==> config.mk <==
export PLATFORM = sky130hd
export DESIGN_NAME = writeback_regfile
export DESIGN_NICKNAME = d
export VERILOG_FILES = /design/src/rtl/writeback_regfile.sv
export SDC_FILE = /design/constraint.sdc
export NUM_CORES = 2
export LEC_CHECK = 0
export CAP_MARGIN = 5
export CORE_MARGIN = 2
export CORE_UTILIZATION = 45
export CTS_BUF_LIST = sky130_fd_sc_hd__clkbuf_4 sky130_fd_sc_hd__clkbuf_8
export CTS_CLUSTER_SIZE = 28
export DETAILED_ROUTE_END_ITERATION = 12
export GPL_TIMING_DRIVEN = 0
export SYNTH_ARGS = -nofsm -noshare
export SYNTH_HDL_FRONTEND = slang
export SYNTH_SLANG_ARGS = --single-unit
==> constraint.sdc <==
create_clock -name CLK -period 6.05 [get_ports CLK]
set_clock_uncertainty 0.15 [all_clocks]
set_input_delay 1.21 -clock CLK [delete_from_list [all_inputs] [get_ports CLK]]
set_output_delay 1.21 -clock CLK [all_outputs]
set_load 0.05 [all_outputs]
==> src/rtl/writeback_regfile.sv <==
// writeback_regfile: writeback stage and 32x32 register file with load formatting, skid-buffered arbitration, bypassed reads and commit trace
//   CLK, RST               clock, synchronous active-high reset
//   ex_valid/rd/result     exec result, always accepted
//   dm_valid/ready/rd/funct3/addr_lo/rdata  load result handshake and raw word
//   rs1/rs2_addr, rs1/rs2_data  combinational bypassed read ports
//   wb_valid/rd/data       registered commit trace
//   pending                skid buffer occupied
//   retired_count          accepted results counter
module writeback_regfile #(
  parameter int XLEN = 32,
  parameter int NREG = 32,
  localparam int AW = $clog2(NREG)
) (
  input  logic            CLK,
  input  logic            RST,
  input  logic            ex_valid,
  input  logic [AW-1:0]   ex_rd,
  input  logic [XLEN-1:0] ex_result,
  input  logic            dm_valid,
  output logic            dm_ready,
  input  logic [AW-1:0]   dm_rd,
  input  logic [2:0]      dm_funct3,
  input  logic [1:0]      dm_addr_lo,
  input  logic [XLEN-1:0] dm_rdata,
  input  logic [AW-1:0]   rs1_addr,
  input  logic [AW-1:0]   rs2_addr,
  output logic [XLEN-1:0] rs1_data,
  output logic [XLEN-1:0] rs2_data,
  output logic            wb_valid,
  output logic [AW-1:0]   wb_rd,
  output logic [XLEN-1:0] wb_data,
  output logic            pending,
  output logic [31:0]     retired_count
);
  logic [XLEN-1:0] regs [NREG];
  logic [AW-1:0]   skid_rd;
  logic [XLEN-1:0] skid_data;
  logic [7:0]      lb;
  logic [15:0]     lh;
  logic [XLEN-1:0] ld_data;
  logic            dm_acc;
  logic            we;
  logic [AW-1:0]   wr_rd;
  logic [XLEN-1:0] wr_data;
  assign lb = dm_rdata[{dm_addr_lo, 3'b000} +: 8];
  assign lh = dm_rdata[{dm_addr_lo[1], 4'b0000} +: 16];
  always_comb begin
    ld_data = dm_funct3 == 3'b000 ? {{(XLEN-8){lb[7]}}, lb} :
              dm_funct3 == 3'b001 ? {{(XLEN-16){lh[15]}}, lh} :
              dm_funct3 == 3'b100 ? {{(XLEN-8){1'b0}}, lb} :
              dm_funct3 == 3'b101 ? {{(XLEN-16){1'b0}}, lh} : dm_rdata;
  end
  assign dm_ready = !pending;
  assign dm_acc   = dm_valid && !pending;
  // exec wins the port; a buffered load drains before a fresh one could be accepted
  always_comb begin
    we      = ex_valid || pending || dm_acc;
    wr_rd   = ex_valid ? ex_rd : pending ? skid_rd : dm_rd;
    wr_data = ex_valid ? ex_result : pending ? skid_data : ld_data;
  end
  assign rs1_data = (we && wr_rd != '0 && wr_rd == rs1_addr) ? wr_data :
                    rs1_addr == '0 ? '0 : regs[rs1_addr];
  assign rs2_data = (we && wr_rd != '0 && wr_rd == rs2_addr) ? wr_data :
                    rs2_addr == '0 ? '0 : regs[rs2_addr];
  always_ff @(posedge CLK) begin
    if (RST) begin
      for (int i = 0; i < NREG; i++) regs[i] <= '0;
      pending       <= 1'b0;
      skid_rd       <= '0;
      skid_data     <= '0;
      wb_valid      <= 1'b0;
      wb_rd         <= '0;
      wb_data       <= '0;
      retired_count <= '0;
    end else begin
      if (we && wr_rd != '0) regs[wr_rd] <= wr_data;
      // a load to the same rd as a concurrent exec is stale and is dropped;
      // an exec overwriting the buffered rd likewise kills the skid entry
      if (ex_valid && dm_acc && dm_rd != ex_rd) begin
        pending   <= 1'b1;
        skid_rd   <= dm_rd;
        skid_data <= ld_data;
      end else if (pending && (!ex_valid || ex_rd == skid_rd)) begin
        pending <= 1'b0;
      end
      wb_valid <= we;
      if (we) begin
        wb_rd   <= wr_rd;
        wb_data <= wr_data;
      end
      retired_count <= retired_count + 32'(ex_valid) + 32'(dm_acc);
    end
  end
endmodule

==> results.py <==
metrics = {
    "floorplanning": {
        "io_pins": 229,
        "core_um2": 128000,
        "dieArea_um2": 132000,
        "die_y_um": 363,
        "initial_core_util": 0.454,
        "std_cell_rows": 131,
        "die_x_um": 363,
    },
    "yosys": {
        "ys_seq_elements": 1119,
        "synth-compound-area-share": 0.0677,
        "synth-simple-area-share": 0.106,
        "synth_top_family_by_area": "multiplexers",
        "synth_edf_count": 1011,
        "yosys_warnings": 0,
        "ys_seq_area_frac": 0.560,
        "yosysTopAreaCellShare": 0.523,
        "synthTopCellsByArea": "edfxtp_1 52%, mux4_2 18%, nor2_1 7.4%",
        "yosys-mux-area-fraction": 0.219,
        "netlist-cell-type-count": 71,
        "netlist_instances": 4360,
        "yosys.area.top_type": "edfxtp_1",
        "synthAdderAreaFrac": 0.000560,
        "synthesis.area_um2": 58100,
        "yosys-top-cells-count": "1139 x nor2_1, 1011 x edfxtp_1, 457 x mux4_2, 235 x clkbuf_1, 179 x mux2i_1",
        "async_flop_share": 0,
        "synth-main-ff-cell": "edfxtp_1",
        "avgSynthCellArea_um2": 13.3,
        "yosysMostFrequentCell": "nor2_1",
        "synthXorXnorAreaFrac": 0.00649,
    },
    "placed_design": {
        "place_area_um2": 63300,
        "pre_cts_ws_ns": -1.61,
        "place.gp.congestion": 1.01,
        "io_buffer_count": 223,
        "dp_hpwl_um": 180000,
    },
    "timing": {
        "fin_crit_ns": 6.22,
        "fmax_mhz": 161,
        "slew_violations": 0,
        "finalSetupViolations": 38,
        "finalHoldViolCount": 0,
        "rsz0062_at_grt": "false",
        "max-slew-margin-rel": 0.171,
        "worst_slack_ns": -0.174,
        "worst_pin_slew_ns": 1.24,
        "fin_crit_sh": 1.03,
        "setup_tns_ns": -2.57,
    },
    "drt": {
        "drt_iter0_drc": 7094,
        "post_drt_wl_per_cell_um": 37.3,
        "detail-route-antenna-nets": 0,
        "dr.pass1.iters": 6,
        "vias": 44300,
        "wl_um": 250000,
        "drc_errors": 0,
        "routed_via_density": 6.62,
    },
    "global_routing": {
        "antenna_found_initial": 14,
        "track_usage": 0.376,
        "grt_pass1_wl_um": 338000,
        "grt_overflow": 0,
        "grt_max_degree": 28,
        "grt_pass1_vias": 43600,
    },
    "cells_and_area": {
        "syn2layout_area_growth_pct": 16.7,
        "design_area_um2": 67800,
        "drive_gt1_frac": 0.257,
        "utilization": 0.530,
        "num-nets-final": 4957,
    },
    "critical_path": {
        "crit_buf_inv": 5,
        "worst-path-stages": 9,
        "worstSetupPathType": "input pin to output port",
        "worst_ep_required_time_ns": 4.69,
        "slowest_stage": "clkbuf_1",
        "cp.arrival_ns": 4.86,
        "crit_chain": "clkdlybuf4s50_1 > buf_4 > nor2b_1 > buf_1 > clkbuf_1 > a22oi_1 > a31o_2 > mux2i_2 > clkbuf_4",
        "critPathMaxStageDelay_ns": 0.68,
        "worst_r2r_endpoint": "regs[14][27]",
        "cp-startpoint": "rs1_addr[1]",
        "cp_top_family": "buffers and inverters",
        "crit_path_end_kind": "output port",
        "worst-r2r-setup-slack_ns": 1.88,
        "startpoint_type": "input pin",
        "cp_max_fo": 10,
        "r2r_start": "pending",
        "r2r_cells": 8,
    },
    "cts": {
        "cts_buffer_depth": 3,
        "htree_levels": 4,
        "cts_tree": "yes",
        "clock_sinks": 1119,
        "insertion_delay_ns": 0.93,
        "clkTransAtPathRegs_ns": 0.06,
        "cts_root_buffer": "clkbuf_8",
        "cts-buffers-inserted": 192,
    },
    "run": {
        "cap_viol_max_count": 0,
    },
    "min_path": {
        "whs_path_depth": 2,
        "hold_end": "skid_data[6]",
        "min-delay-start": "skid_data[6]",
        "min_path_type": "flip-flop to flip-flop",
    },
    "power": {
        "powerDensity_nw_per_um2": 291,
        "ir_drop_mv": 0.221,
        "power.leakage_nw": 24.9,
    },
    "run_status": {
        "outcome": "complete, but fails checks",
        "violations": "negative setup slack",
    },
}
placed cells by master, fill, tap and decap left out, types with 19 or more instances in the layout:
cell type        Yosys  routed
buf_4               24      54
o31a_1              33      33
nand2_1            148     148
dfxtp_1            108     108
buf_6               39      47
dlygate4sd2_1        0      19
a221o_1             41      41
nand2b_1            66      34
clkinv_1             1      40
o21ai_0             98      68
mux4_2             457     457
buf_2              137     132
clkbuf_8             0     199
nor2b_1             26      25
nor2_1            1139    1137
o22ai_1             59      59
a22oi_1             27      27
mux2i_1            179     163
mux2_2              57      57
clkdlybuf4s50_1      0     159
and2_1              22      22
clkbuf_1           235     203
conb_1               1      19
clkbuf_4             0      74
edfxtp_1          1011    1011
a211oi_1            26      26
buf_12               0      39
clkdlybuf4s15_2      0      27
nand3_1             31      31
a21oi_1            109     107
xor2_1              26      26
a22o_1              32      32
nand2b_2             0      32
clkbuf_2             1      33
sequential cells by signal, summed over array words and instances, names as in the netlist:
name,count
wb_rd,5
skid_rd,5
wb_valid,1
wb_data,32
regs,1011
retired_count,32
skid_data,32
pending,1
layout make-up:
class	count	area [um^2]
fillers	11000	60000
flip-flops and latches	1119	32500
multi-input cells	2795	23700
repair buffers	293	3260
clock buffers	266	3230
plain buffers	455	2430
well taps	1662	2080
clock inverters	75	552
diodes	16	40.0
inverters	6	22.5
cell families (layout without fill, tap and decap cells):
logic type | Yosys count | in the layout
adder cells (fa/ha/maj) | 2 | 2
other | 1 | 35
XOR/XNOR | 43 | 43
multiplexers | 693 | 693
buffers and inverters | 464 | 1095
AO/OA/AOI/OAI | 534 | 534
flip-flops | 1119 | 1119
AND/OR/NAND/NOR | 1504 | 1504
through the flow:
step	instances	total power, W	hold WS (ns)
6_report	6687	0.0197	0.307
4_1_cts	6667	0.0196	0.307
3_5_place_dp	6300	0.0126	0.300
2_1_floorplan	4378	0.0110	0.286
5_1_grt	6673	0.0201	0.317
3_3_place_gp	6263	0.0125	0.293
worst register-to-register path: stages, from the launching register on:
cell      delay (ns)
dfxtp_1         0.50
buf_4           0.26
nor3_1          0.19
nor2_1          0.49
nand2_1         0.11
nor2_1          0.76
nand2_1         0.56
nand2b_2        0.56
buf_12          0.27
metal layers:
metal	GRT usage	vias up	wire length (um)	part of all wire
met3	0.132	749	32800	0.13
met1	0.453	22400	85800	0.34
met2	0.558	3566	110000	0.44
met4	0.277	8	21100	0.085
li1	-	17500	-	-
met5	0	-	52	0.00021
power breakdown:
group          internal [W]  switching [W]
clock network       0.00374        0.00331
registers           0.00879       0.000199
logic               0.00122        0.00246
total                0.0137        0.00597
how the worst max path moves through the flow:
stage,to
after global routing,rs1_data[29]
final,rs1_data[14]
after global placement,rs2_data[10]
after CTS,rs2_data[9]
after detailed placement,rs2_data[10]
after floorplan,rs2_data[0]
repair_timing:
action                     in CTS  in global routing
hold buffers                    0                  0
setup endpoints to repair      64                 46
setup buffers                  28                  5
cloned                          0                  0
gates resized for setup       285                 51
pin swaps                       9                  3
Power figures use the tool's default switching activity.
